File: src/rtl/fetch_pkg.sv
`default_nettype none
// ---------------------------------------------------------------------------
// fetch_pkg : shared types and constants for the RV32I instruction-fetch stage
// Revision  : 1.0
// ---------------------------------------------------------------------------
package fetch_pkg;

  typedef enum logic [1:0] {
    REQ  = 2'd0,
    WAIT = 2'd1,
    HOLD = 2'd2,
    DROP = 2'd3
  } fetch_state_e;

  localparam logic [31:0] NOP_INSTR = 32'h0000_0013;
  localparam logic [31:0] PC_STEP   = 32'd4;

endpackage
`default_nettype wire

File: src/rtl/fetch_pc.sv
`default_nettype none
// ---------------------------------------------------------------------------
// fetch_pc : program counter with redirect / sequential-advance / hold mux
// Revision : 1.0
// ---------------------------------------------------------------------------
module fetch_pc
  import fetch_pkg::*;
#(
  parameter logic [31:0] P_RESET_PC = 32'h0000_0000
) (
  input  logic        i_clk,
  input  logic        i_rst,
  input  logic        i_redirect,
  input  logic [31:0] i_redirect_pc,
  input  logic        i_advance,
  output logic [31:0] o_pc
);

  localparam logic [31:0] ALIGN_MASK = 32'hFFFF_FFFC;

  logic [31:0] pc_q;
  logic [31:0] pc_d;

  // Redirect outranks the sequential step; the low two bits are always cleared
  always_comb begin
    pc_d = pc_q;
    if (i_redirect) begin
      pc_d = i_redirect_pc & ALIGN_MASK;
    end else if (i_advance) begin
      pc_d = pc_q + PC_STEP;
    end
  end

  always_ff @(posedge i_clk or posedge i_rst) begin
    if (i_rst) begin
      pc_q <= P_RESET_PC & ALIGN_MASK;
    end else begin
      pc_q <= pc_d;
    end
  end

  assign o_pc = pc_q;

endmodule
`default_nettype wire

File: src/rtl/fetch_stage.sv
`default_nettype none
// ---------------------------------------------------------------------------
// fetch_stage : IF stage - one outstanding imem request, hold buffer, IF/ID reg
// Revision    : 1.0
// ---------------------------------------------------------------------------
module fetch_stage
  import fetch_pkg::*;
#(
  parameter logic [31:0] P_RESET_PC = 32'h0000_0000,
  parameter logic [31:0] P_NOP      = NOP_INSTR
) (
  input  logic        i_clk,
  input  logic        i_rst,
  input  logic        i_redirect,
  input  logic [31:0] i_redirect_pc,
  output logic        o_imem_req,
  output logic [31:0] o_imem_addr,
  input  logic        i_imem_gnt,
  input  logic        i_imem_rvalid,
  input  logic [31:0] i_imem_rdata,
  output logic        o_valid,
  input  logic        i_id_ready,
  output logic [31:0] o_pc,
  output logic [31:0] o_pc_plus4,
  output logic [31:0] o_instruct
);

  fetch_state_e state_q, state_d;
  logic [31:0]  pc;
  logic [31:0]  hold_q;
  logic         valid_q;
  logic [31:0]  id_pc_q;
  logic [31:0]  id_instr_q;

  logic         load;
  logic [31:0]  load_word;
  logic         capture;
  logic         advance;
  logic         fire;
  logic         slot_free;

  assign fire      = valid_q & i_id_ready;
  assign slot_free = ~valid_q | i_id_ready;

  fetch_pc #(
    .P_RESET_PC (P_RESET_PC)
  ) u_fetch_pc (
    .i_clk         (i_clk),
    .i_rst         (i_rst),
    .i_redirect    (i_redirect),
    .i_redirect_pc (i_redirect_pc),
    .i_advance     (advance),
    .o_pc          (pc)
  );

  always_comb begin
    state_d   = state_q;
    load      = 1'b0;
    load_word = i_imem_rdata;
    capture   = 1'b0;
    advance   = 1'b0;
    unique case (state_q)
      REQ: begin
        if (i_imem_gnt) state_d = WAIT;
      end
      WAIT: begin
        if (i_imem_rvalid) begin
          if (slot_free) begin
            load    = 1'b1;
            advance = 1'b1;
            state_d = REQ;
          end else begin
            capture = 1'b1;
            state_d = HOLD;
          end
        end
      end
      HOLD: begin
        if (slot_free) begin
          load      = 1'b1;
          load_word = hold_q;
          advance   = 1'b1;
          state_d   = REQ;
        end
      end
      DROP: begin
        if (i_imem_rvalid) state_d = REQ;
      end
      default: state_d = REQ;
    endcase

    // A redirect cancels any load; DROP is needed whenever a granted request
    // is still owed a response that must not reach decode.
    if (i_redirect) begin
      load    = 1'b0;
      capture = 1'b0;
      advance = 1'b0;
      unique case (state_q)
        REQ:     state_d = i_imem_gnt    ? DROP : REQ;
        WAIT:    state_d = i_imem_rvalid ? REQ  : DROP;
        HOLD:    state_d = REQ;
        DROP:    state_d = i_imem_rvalid ? REQ  : DROP;
        default: state_d = REQ;
      endcase
    end
  end

  always_ff @(posedge i_clk or posedge i_rst) begin
    if (i_rst) begin
      state_q <= REQ;
    end else begin
      state_q <= state_d;
    end
  end

  always_ff @(posedge i_clk or posedge i_rst) begin
    if (i_rst) begin
      hold_q <= 32'd0;
    end else if (i_redirect) begin
      hold_q <= 32'd0;
    end else if (capture) begin
      hold_q <= i_imem_rdata;
    end
  end

  always_ff @(posedge i_clk or posedge i_rst) begin
    if (i_rst) begin
      valid_q    <= 1'b0;
      id_pc_q    <= 32'd0;
      id_instr_q <= P_NOP;
    end else if (i_redirect) begin
      valid_q    <= 1'b0;
      id_instr_q <= P_NOP;
    end else if (load) begin
      valid_q    <= 1'b1;
      id_pc_q    <= pc;
      id_instr_q <= load_word;
    end else if (fire) begin
      valid_q    <= 1'b0;
      id_instr_q <= P_NOP;
    end
  end

  assign o_imem_req  = (state_q == REQ) & ~i_rst;
  assign o_imem_addr = pc;
  assign o_valid     = valid_q;
  assign o_pc        = id_pc_q;
  assign o_pc_plus4  = id_pc_q + PC_STEP;
  assign o_instruct  = id_instr_q;

  // Read data is only legal while a granted request is outstanding
  a_no_spurious_rvalid: assert property (@(posedge i_clk) disable iff (i_rst)
    i_imem_rvalid |-> (state_q == WAIT || state_q == DROP));

endmodule
`default_nettype wire

File: config.mk
export PLATFORM = sky130hd
export DESIGN_NAME = fetch_stage
export DESIGN_NICKNAME = d
export VERILOG_FILES = /design/src/rtl/fetch_pkg.sv /design/src/rtl/fetch_pc.sv /design/src/rtl/fetch_stage.sv
export SDC_FILE = /design/constraint.sdc
export NUM_CORES = 1
export LEC_CHECK = 0
export BUFFER_PORTS_ARGS = -buffer_cell sky130_fd_sc_hd__buf_2
export CORE_AREA = 2 2 122 124
export DETAILED_ROUTE_END_ITERATION = 8
export DIE_AREA = 0 0 124 126
export GPL_ROUTABILITY_DRIVEN = 0
export HOLD_SLACK_MARGIN = 0.05
export PLACE_DENSITY = 0.81
export SLEW_MARGIN = 20
export SYNTH_ARGS = -nofsm -noshare
export SYNTH_HDL_FRONTEND = slang
export SYNTH_HIERARCHICAL = 1
export SYNTH_SLANG_ARGS = --single-unit
File: constraint.sdc
create_clock -name i_clk -period 3 [get_ports i_clk]
set_input_delay 0.3 -clock i_clk [delete_from_list [all_inputs] [get_ports i_clk]]
set_output_delay 0.3 -clock i_clk [all_outputs]
set_load 0.02 [all_outputs]
==> out/qor.csv, run 1 <==
stage,metric,value,unit
drt,routed_wl,17700,um
die,dieWidth,124,um
yosys,yosysUniqueCellTypes,54,
timing,fin_crit_sh,95.6,%
cts,clock_sinks,129,
die,ioPinCount,200,
worst_hold_path,worstHoldEndpoint,u_fetch_pc/o_pc[4]$_DFFE_PP0N_,
placement,dp_hpwl,12000,um
die,start_util,46.1,%
critical_path,path_class,register to register,
critical_path,cp_max_fo,15,
worst_hold_path,hold_class,input pin to register,
global_routing,grt_usage,23.3,%
global_routing,antenna_found_initial,1,
die,dieHeight,126,um
timing,max_slew_margin,47.0,%
drt,post-route-drc-count,0,
yosys,synth_edf_count,0,
drt,wl_per_cell,17.4,um
critical_path,r2r_cells,10,
critical_path,r2r_start,state_q[1]$_DFFE_PP0P_,
worst_hold_path,min_path_cells,3,
global_routing,gr-total-overflow,0,
drt,vias_per_cell,5.57,
drt,vias,5692,
critical_path,crit_arrival,3.19,ns
timing,max_freq,349,MHz
final_layout,utilization,58.0,%
final_layout,final_common_cell,buf_2,
timing,setup_viol,0,
final_layout,most-common-layout-cells,"buf_2 (195), dfrtp_1 (126), nand2_1 (104)",
timing,maxSlewViolCount,0,
die,dieArea,15600,sq um
critical_path,cp-start-kind,register,
cts,htreeDepth,4,
flow_run,drv_cap,0,
drt,ant_nets,0,
outcome,status,completed,
yosys,synthArstFlopShare,100,%
critical_path,r2r_setup_slack,0.13,ns
worst_hold_path,hp-start,i_redirect_pc[4],
final_layout,fillers,1244,
die,coreArea,14300,sq um
power,p_leak,3.95,nW
critical_path,r2r_end,u_fetch_pc/o_pc[23]$_DFFE_PP0N_,
final_layout,nets,900,
die,rows,44,
cts,clk_path_buf_depth,2,
yosys,netlist_area,6600,sq um
yosys,ys_seq_elements,129,
timing,hold_viol_final,0,
yosys,syn_area_per_cell,10.4,sq um
timing,fin_skew,0.0125,ns
power,power.density,832,nW/um^2
timing,tightestPinTransition,0.790,ns
drt,drtIter0Drc,324,
cts,clk_pin_slew,0.06,ns
critical_path,critPathCaptureType,register,
cts,cts_buffers,17,
timing,period_minus_slack,2.87,ns
placement,pre_cts_slack,0.176,ns
timing,rsz0062_at_grt,false,
yosys,yosysWarningCount,6,
timing,timing.hold.ws,0.0969,ns
drt,drt-pass1-iter-count,4,
global_routing,grt_pass1_wl,28200,um
yosys,syn_inst,636,
placement,numPortBuffers,195,
final_layout,area_delta_synth_final,25.8,%
cts,root_buffer,clkbuf_16,
final_layout,drive_gt1_share,34.6,%
global_routing,grt_start_max_net_pins,77,
yosys,synth_ff_type,dfrtp_1,
yosys,yosysSeqAreaShare,49.0,%
cts,clock_latency,0.42,ns
timing,setup_tns,0,ns
global_routing,grt_pass1_vias,5642,
critical_path,worstPathRequired,3.32,ns
power,peakVddDrop,416,uV
cts,cts_tree,built,
timing,final.setup.worst_slack,0.131,ns
==> worst max-delay path by stage <==
stage | start | to | slack [ns] | depth (start not counted)
2_1_floorplan | i_rst | hold_q[0]$_DFFE_PP0P_ | 0.11 | 1
3_3_place_gp | state_q[1]$_DFFE_PP0P_ | u_fetch_pc/o_pc[22]$_DFFE_PP0N_ | 0.31 | 10
3_5_place_dp | state_q[1]$_DFFE_PP0P_ | u_fetch_pc/o_pc[23]$_DFFE_PP0N_ | 0.18 | 10
4_1_cts | o_pc[2]$_DFFE_PP0P_ | o_pc_plus4[22] | 0.02 | 6
5_1_grt | state_q[1]$_DFFE_PP0P_ | u_fetch_pc/o_pc[23]$_DFFE_PP0N_ | 0.005 | 10
6_report | state_q[1]$_DFFE_PP0P_ | u_fetch_pc/o_pc[23]$_DFFE_PP0N_ | 0.13 | 10
==> final cells by class <==
cell class              count  area (sq um)  area share, %
diodes                      1          2.50         0.0302
clock buffers              28           537           6.47
clock inverters             4          47.5          0.573
inverters                  14          55.1          0.663
multi-input cells         454          3110           37.5
flip-flops and latches    129          3230           38.9
well taps                 184           230           2.77
repair buffers            207          1080           13.0
==> registers in the layout, summed over array words and instances, names as in the netlist <==
signal / cells
hold_q: 32
o_instruct: 32
o_pc: 32
u_fetch_pc/o_pc: 30
state_q: 2
o_valid: 1
==> through the flow <==
stage	instance area [sq um]	power [mW]	instances
5_1_grt	8300	7.29	1020
6_report	8300	6.90	1021
4_1_cts	8290	6.95	1020
3_3_place_gp	7690	4.85	987
3_5_place_dp	7690	4.91	987
2_1_floorplan	6600	4.06	637
==> what timing repair did <==
| action | 4_1_cts | 5_1_grt |
|---|---|---|
| hold buffers | 1 | 0 |
| endpoints found under the setup margin | 0 | 4 |
| gates resized for setup | 0 | 1 |
| hold endpoints to repair | 71 | 0 |
| setup buffers | 0 | 0 |
==> synthesized netlist by cell type, types with 6 or more instances <==
cell	number	share of area, %
a21oi_1	34	2.6
a31oi_1	12	1.1
and4_1	6	0.80
buf_2	6	0.46
clkbuf_1	23	1.3
dfrtp_1	126	48
ha_1	7	1.3
inv_1	12	0.68
mux2_2	33	5.6
mux2i_1	33	5.0
nand2_1	105	6.0
nand3_1	24	1.8
nand4_1	15	1.4
nor2_1	18	1.0
nor3_1	7	0.53
o211ai_1	6	0.68
o21ai_0	18	1.4
o2bb2ai_1	29	3.9
o31ai_1	6	0.68
or4_1	10	1.1
xnor2_1	19	2.5
xor2_1	22	2.9
==> worst max-delay path, cell delays in order, from the launching register on <==
cell and delay [ns]:
dfrtp_1 0.41, inv_1 0.11, ha_1 0.25, a21o_1 0.14, nand3_1 0.11, or2_2 0.32
inv_2 0.09, and4_1 0.29, nand4_4 0.25, or4_1 0.59, a31oi_1 0.21
==> report_power, final <==
group          internal, mW  switching [mW]
Combinational         0.913            1.42
Clock                  1.29           0.721
Sequential             2.07           0.477
Total                  4.28            2.62
==> kinds of logic (layout without fill, tap and decap cells) <==
family | after synthesis | after routing | synth area share, %
fa+ha+maj | 7 | 7 | 1.33
mux | 66 | 66 | 10.6
other cells | 1 | 3 | 0.0569
buf+inv | 54 | 253 | 3.98
simple gates | 223 | 223 | 18.0
flops | 129 | 129 | 49.0
compound gates | 115 | 115 | 11.6
xor+xnor | 41 | 41 | 5.44
==> metal layers <==
layer | global-route usage (%) | wire (um) | vias to the layer above
li1 | - | - | 2653
met1 | 28.2 | 7360 | 2818
met2 | 39.1 | 8860 | 204
met3 | 7.61 | 1340 | 17
met4 | 7.87 | 182 | 0
met5 | 0 | 0 | -
No activity file was read; power rests on OpenSTA's default activity.
==> inputs of run 2 (changes only) <==
--- a/config.mk
+++ b/config.mk
@@ -11,6 +11,7 @@
 export DIE_AREA = 0 0 124 126
 export GPL_ROUTABILITY_DRIVEN = 0
 export HOLD_SLACK_MARGIN = 0.05
+export MAX_ROUTING_LAYER = met4
 export PLACE_DENSITY = 0.81
 export SLEW_MARGIN = 20
 export SYNTH_ARGS = -nofsm -noshare
==> constraint.sdc (replaced) <==
create_clock -name i_clk -period 2.39 [get_ports i_clk]
set_input_delay 0.239 -clock i_clk [delete_from_list [all_inputs] [get_ports i_clk]]
set_output_delay 0.239 -clock i_clk [all_outputs]
set_load 0.02 [all_outputs]
==> run 2 against run 1 <==
The run now ends with setup timing left. First-iteration DRC count increased by 2.8%. Core utilization increased by 5.4 points. Global-route usage up 1.1 points. Sequential cell count unchanged. Non-clock buffer count grew 66. Largest cell class is now multi-input combinational cells. Largest power group is now combinational logic. Highest routed layer unchanged.
==> out/qor.csv, run 2 (synthesized netlist as in run 1, its figures left out) <==
stage,metric,value,unit
outcome,status,"finished, violations left",
outcome,violations,setup timing,
timing,max_slew_margin,47.2,%
critical_path,r2r_cells,11,
die,dieArea,15600,sq um
worst_hold_path,hold_class,input pin to register,
timing,period_minus_slack,2.50,ns
flow_run,drv_cap,0,
cts,clk_pin_slew,0.06,ns
die,dieHeight,126,um
critical_path,cp_max_fo,8,
die,dieWidth,124,um
drt,drtIter0Drc,333,
die,start_util,46.1,%
timing,max_freq,400,MHz
critical_path,worstPathRequired,2.15,ns
placement,place_inst,1015,
critical_path,critPathMaxStageDelay,0.65,ns
placement,dp_hpwl,12400,um
drt,ant_nets,0,
power,p_leak,4.33,nW
critical_path,cp-start-kind,register,
final_layout,final_common_cell,buf_2,
critical_path,crit_start,o_pc[20]$_DFFE_PP0P_,
cts,clock_sinks,129,
global_routing,antenna_found_initial,1,
power,peakVddDrop,521,uV
final_layout,design_area,9070,sq um
final_layout,most-common-layout-cells,"buf_2 (190), dfrtp_1 (118), nand2_1 (103)",
critical_path,critPathCaptureType,output port,
critical_path,path_cells,nand4_2 -> or4_4 -> nor3_1 -> xor2_1 -> buf_2,
timing,setup_viol,6,
final_layout,multi_input_comb_area,3270,sq um
final_layout,area_delta_synth_final,37.5,%
drt,vias,5958,
timing,rsz0062_at_grt,true,
drt,wl_per_cell,17.5,um
timing,timing.hold.ws,0.0656,ns
global_routing,use_met2,40.1,%
die,coreArea,14300,sq um
global_routing,grt_start_max_net_pins,77,
placement,place_area,7980,sq um
drt,vias_per_cell,5.47,
global_routing,top_usage_layer,met2,
critical_path,cp_slowest_cell,or4_4,
cts,htreeDepth,4,
cts,clock_latency,0.41,ns
timing,maxSlewViolCount,0,
cts,root_buffer,clkbuf_16,
timing,fin_crit_sh,105,%
timing,fin_skew,0.00745,ns
timing,tightestPinTransition,0.792,ns
placement,numPortBuffers,195,
cts,cts_buffers,17,
timing,setup_tns,-0.442,ns
die,rows,44,
global_routing,gr-total-overflow,0,
final_layout,nets,968,
drt,drt-pass1-iter-count,4,
timing,hold_viol_final,0,
worst_hold_path,hp-start,i_imem_rdata[20],
critical_path,path_class,register to output port,
final_layout,regArea,3240,sq um
critical_path,r2r_start,state_q[1]$_DFFE_PP0P_,
final_layout,drive_gt1_share,41.5,%
timing,final.setup.worst_slack,-0.111,ns
critical_path,r2r_end,u_fetch_pc/o_pc[25]$_DFFE_PP0N_,
drt,post-route-drc-count,0,
global_routing,grt_pass1_wl,28600,um
global_routing,met3_usage,5.98,%
cts,clk_path_buf_depth,2,
cts,cts_tree,built,
global_routing,grt_pass1_vias,5634,
critical_path,r2r_setup_slack,-0.03,ns
power,power.density,1030,nW/um^2
global_routing,grt_util_met1,29.4,%
power,power,9.34,mW
final_layout,fillers,1151,
die,ioPinCount,200,
critical_path,crit_arrival,2.26,ns
critical_path,worstSetupEndpoint,o_pc_plus4[29],
global_routing,grt_usage,24.5,%
drt,routed_wl,19100,um
final_layout,final_cells,1089,
-- run 2: cell types whose count changed in the layout (fill, tap and decap cells not counted), sizes merged --
cell         delta
nand4           +2
inv             -1
bufinv          +2
clkinvlp        +2
buf            +54
clkinv          +6
dlygate4sd3    +12
clkbuf          -9
-- run 2: final cells by class --
type	count	area share, %
clock buffers	19	4.88
inverters	14	0.704
multi-input cells	456	36.0
repair buffers	273	18.3
clock inverters	13	1.77
flip-flops and latches	129	35.7
diodes	1	0.0276
well taps	184	2.54
-- run 2: per-stage QoR --
| stage | worst slack (ns) | utilization, % |
|---|---|---|
| 3_5_place_dp | -0.112 | 55.7 |
| 2_1_floorplan | -0.126 | - |
| 3_3_place_gp | -0.0449 | 55.7 |
| 4_1_cts | -0.114 | 62.0 |
| 6_report | -0.111 | 63.4 |
| 5_1_grt | -0.201 | 63.4 |
-- run 2: how the worst min path moves through the flow --
| stage | end | slack [ns] | depth (start not counted) |
|---|---|---|---|
| floorplan | u_fetch_pc/o_pc[10]$_DFFE_PP0N_ | 0.33 | 1 |
| global placement | o_pc[31]$_DFFE_PP0P_ | 0.20 | 2 |
| detailed placement | o_pc[31]$_DFFE_PP0P_ | 0.20 | 2 |
| CTS | u_fetch_pc/o_pc[11]$_DFFE_PP0N_ | 0.05 | 3 |
| global route | hold_q[27]$_DFFE_PP0P_ | 0.06 | 3 |
| finish | hold_q[20]$_DFFE_PP0P_ | 0.07 | 3 |
-- run 2: timing repair --
| action | 4_1_cts | 5_1_grt |
|---|---|---|
| gates resized for setup | 18 | 19 |
| pin swaps | 9 | 15 |
| gates cloned | 0 | 2 |
| setup endpoints to repair | 28 | 35 |
| hold buffers | 13 | 0 |
| buffers inserted | 15 | 11 |
| endpoints found under the hold margin | 87 | 0 |
-- run 2: metal layers --
layer / share of wire [%] / wire (um) / vias up
met1: 41 / 7870 / 2898
met5: 0 / 0 / -
met2: 51 / 9700 / 227
li1: - / - / 2803
met3: 6.4 / 1230 / 30
met4: 1.6 / 304 / 0
-- run 2: worst max-delay path, delay by kind of cell (launching register included) --
family,cells,cell delay [ns]
XOR/XNOR,1,0.24
buffers and inverters,1,0.21
AND/OR/NAND/NOR,3,1.04
flip-flops,1,0.37
-- run 2: power breakdown --
group / leakage, nW / internal [mW] / switching (mW)
Sequential: 1.64 / 2.62 / 0.424
Clock: 0.293 / 1.67 / 0.969
Combinational: 2.40 / 1.53 / 2.14
==> inputs of run 3 (changes only) <==
--- a/config.mk
+++ b/config.mk
@@ -5,10 +5,11 @@
 export SDC_FILE = /design/constraint.sdc
 export NUM_CORES = 1
 export LEC_CHECK = 0
+export ABC_AREA = 1
 export BUFFER_PORTS_ARGS = -buffer_cell sky130_fd_sc_hd__buf_2
-export CORE_AREA = 2 2 122 124
+export CORE_AREA = 2 2 128 130
 export DETAILED_ROUTE_END_ITERATION = 8
-export DIE_AREA = 0 0 124 126
+export DIE_AREA = 0 0 130 132
 export GPL_ROUTABILITY_DRIVEN = 0
 export HOLD_SLACK_MARGIN = 0.05
 export MAX_ROUTING_LAYER = met4
==> constraint.sdc (replaced) <==
create_clock -name i_clk -period 2.39 [get_ports i_clk]
set_input_delay 0.1195 -clock i_clk [delete_from_list [all_inputs] [get_ports i_clk]]
set_output_delay 0.1195 -clock i_clk [all_outputs]
set_load 0.02 [all_outputs]
==> run 3 against run 2 <==
The run now ends clean. Fmax grew 12%. Clock skew grew 0.0043 ns. Total power increased by 8.0%. Hold slack improved by 0.019 ns. Critical endpoint is now o_pc_plus4[28]. Largest cell class unchanged. Highest routed layer unchanged.
==> out/qor.csv, run 3 <==
stage,metric,value,unit
cts,clk_path_buf_depth,2,
power,power.density,1020,nW/um^2
timing,maxSlewViolCount,0,
critical_path,cp_max_fo,5,
die,start_util,47.3,%
die,ioPinCount,200,
critical_path,crit_top_cell,nand2_1,
critical_path,worstPathRequired,2.27,ns
flow_run,drv_cap,0,
drt,dr_wl_met2,11100,um
yosys,syn_area_per_cell,7.36,sq um
yosys,synthArstFlopShare,100,%
yosys,netlist_area,7440,sq um
yosys,yosys.area.top_type,dfrtp_1,
cts,clock_latency,0.43,ns
die,dieWidth,130,um
drt,vias_per_cell,5.24,
global_routing,gr-total-overflow,0,
cts,cts_buffers,17,
timing,period_minus_slack,2.23,ns
yosys,synthTopCellsByArea,"dfrtp_1 (42%), nand2_1 (18%), nand3_1 (7.7%)",
timing,fin_crit_sh,93.5,%
die,rows,46,
outcome,status,completed,
final_layout,final_common_cell,nand2_1,
drt,ant_nets,0,
global_routing,grt_usage,28.4,%
final_layout,nets,1342,
critical_path,critPathCaptureType,output port,
global_routing,grt_pass1_vias,7584,
critical_path,cp_slowest_cell,dfrtp_1,
timing,final.setup.worst_slack,0.156,ns
final_layout,most-common-layout-cells,"nand2_1 (351), buf_2 (195), dfrtp_1 (126)",
yosys,ys_seq_elements,129,
yosys,yosysWarningCount,6,
final_layout,drive_gt1_share,23.6,%
timing,max_freq,448,MHz
yosys,syn_inst,1010,
timing,max_slew_margin,58.8,%
timing,hold_viol_final,0,
power,p_leak,5.02,nW
yosys,yosysSeqAreaShare,43.5,%
critical_path,critPathTopFamily,simple AND/OR/NAND/NOR gates,
cts,root_buffer,clkbuf_16,
worst_hold_path,min_path_cells,4,
critical_path,crit_arrival,2.11,ns
drt,drt-pass1-iter-count,8,
yosys,yosys-top-cells-count,"nand2_1 (352), dfrtp_1 (126), nand3_1 (115), inv_1 (94), nor2_1 (78)",
cts,cts_setup_buffers,0,
yosys,synth_ff_type,dfrtp_1,
timing,setup_tns,0,ns
critical_path,path_class,register to output port,
drt,drtIter0Drc,769,
critical_path,path_cells,ha_1 -> nand2_1 -> nor2_1 -> nand2_1 -> nor2_1 -> nand2_1 -> nand2_1 -> nand2_1 -> buf_2,
placement,numPortBuffers,195,
critical_path,r2r_cells,11,
critical_path,r2r_end,u_fetch_pc/o_pc[15]$_DFFE_PP0N_,
timing,fin_skew,0.0118,ns
yosys,synth.top_cell.area_share,42.4,%
critical_path,cp-start-kind,register,
die,coreArea,15700,sq um
final_layout,fillers,1316,
final_layout,utilization,62.6,%
placement,dp_hpwl,16000,um
worst_hold_path,hold_class,input pin to register,
global_routing,antenna_found_initial,3,
power,peakVddDrop,492,uV
final_layout,area_delta_synth_final,32.4,%
critical_path,critPathMaxStageDelay,0.44,ns
cts,htreeDepth,4,
drt,routed_wl,23200,um
yosys,synth_edf_count,0,
critical_path,r2r_start,state_q[0]$_DFFE_PP0P_,
timing,timing.hold.ws,0.0845,ns
timing,setup_viol,0,
critical_path,r2r_setup_slack,0.27,ns
yosys,yosysUniqueCellTypes,35,
cts,clk_pin_slew,0.05,ns
drt,wl_met1,9290,um
global_routing,grt_pass1_wl,37600,um
yosys,yosys.cell_count.top_type,nand2_1,
drt,dr_wl_met3,1860,um
drt,wl_per_cell,15.5,um
timing,rsz0062_at_grt,false,
critical_path,cp.depth,9,
cts,cts_tree,built,
critical_path,crit_buf_inv,1,
worst_hold_path,worstHoldEndpoint,o_valid$_DFFE_PP0P_,
die,dieHeight,132,um
worst_hold_path,hp-start,i_id_ready,
drt,vias,7846,
cts,clock_sinks,129,
placement,pre_cts_slack,0.199,ns
global_routing,grt_start_max_net_pins,66,
die,dieArea,17200,sq um
drt,top_layer_used,met4,
timing,tightestPinTransition,0.616,ns
drt,post-route-drc-count,0,
==> run 3: cell types whose count changed in the layout (fill, tap and decap cells not counted), sizes merged, moves of 30 or more <==
cell,before,now
a21oi,34,4
buf,260,214
dlygate4sd3,13,63
inv,12,96
mux2,33,0
mux2i,33,0
nand2,105,364
nand3,24,116
nor2,18,99
o21ai,18,94
==> run 3: worst register-to-register path: stages, from the launching register on <==
cell,delay (ns)
dfrtp_1,0.40
inv_1,0.10
ha_1,0.30
inv_1,0.05
nor2_2,0.16
nand3_4,0.11
inv_6,0.16
nand2_2,0.16
inv_1,0.09
buf_4,0.26
o21ai_0,0.15
o21ai_1,0.13
==> run 3: per-layer routing <==
layer | vias up | track usage (%)
li1 | 3723 | -
met2 | 444 | 44.2
met3 | 90 | 6.25
met1 | 3589 | 35.2
met5 | - | -
met4 | 0 | 12.8
==> run 3: logic make-up (layout without fill, tap and decap cells) <==
| family | count (synthesis) | in the layout | synth area share [%] |
|---|---|---|---|
| and+or+nand+nor | 588 | 588 | 34.1 |
| AOI/OAI and AO/OA | 126 | 126 | 10.3 |
| buffers and inverters | 138 | 405 | 8.45 |
| adders and majority gates | 7 | 7 | 1.18 |
| DFF | 129 | 129 | 43.5 |
| xor gates and xnor gates | 21 | 21 | 2.47 |
| other | 1 | 5 | 0.0504 |
==> run 3: stage by stage <==
step	cells	power [mW]	area (sq um)
after floorplan	1011	5.97	7440
after global placement	1399	7.28	8610
after detailed placement	1399	7.38	8610
after CTS	1494	10.1	9830
after global routing	1497	10.7	9840
final	1497	10.1	9840
==> run 3: power by group <==
group	internal, mW	switching [mW]
logic	1.35	2.67
clock network	1.64	0.950
registers	2.74	0.742
==> run 3: how the worst max path moves through the flow <==
stage | startpoint | endpoint | slack, ns
global route | o_pc[3]$_DFFE_PP0P_ | o_pc_plus4[28] | 0.01
global placement | state_q[0]$_DFFE_PP0P_ | u_fetch_pc/o_pc[15]$_DFFE_PP0N_ | 0.28
finish | o_pc[3]$_DFFE_PP0P_ | o_pc_plus4[28] | 0.16
floorplan | state_q[1]$_DFFE_PP0P_ | u_fetch_pc/o_pc[19]$_DFFE_PP0N_ | 0.40
CTS | o_pc[3]$_DFFE_PP0P_ | o_pc_plus4[28] | 0.17
detailed placement | state_q[0]$_DFFE_PP0P_ | u_fetch_pc/o_pc[15]$_DFFE_PP0N_ | 0.20
==> run 3: final cells by class <==
cell class	instances	area, sq um	share of cell area [%]
antenna	3	7.51	0.0763
clock buffer	23	488	4.96
clock inverter	9	104	1.06
inverter	96	369	3.75
multi-input combinational	744	3590	36.4
sequential	129	3230	32.8
tap	216	270	2.75
timing repair buffer	277	1790	18.2
==> run 3: timing repair <==
item	4_1_cts	5_1_grt
gates resized for setup	0	1
endpoints found under the setup margin	0	1
hold buffers	63	0
endpoints found under the hold margin	136	0
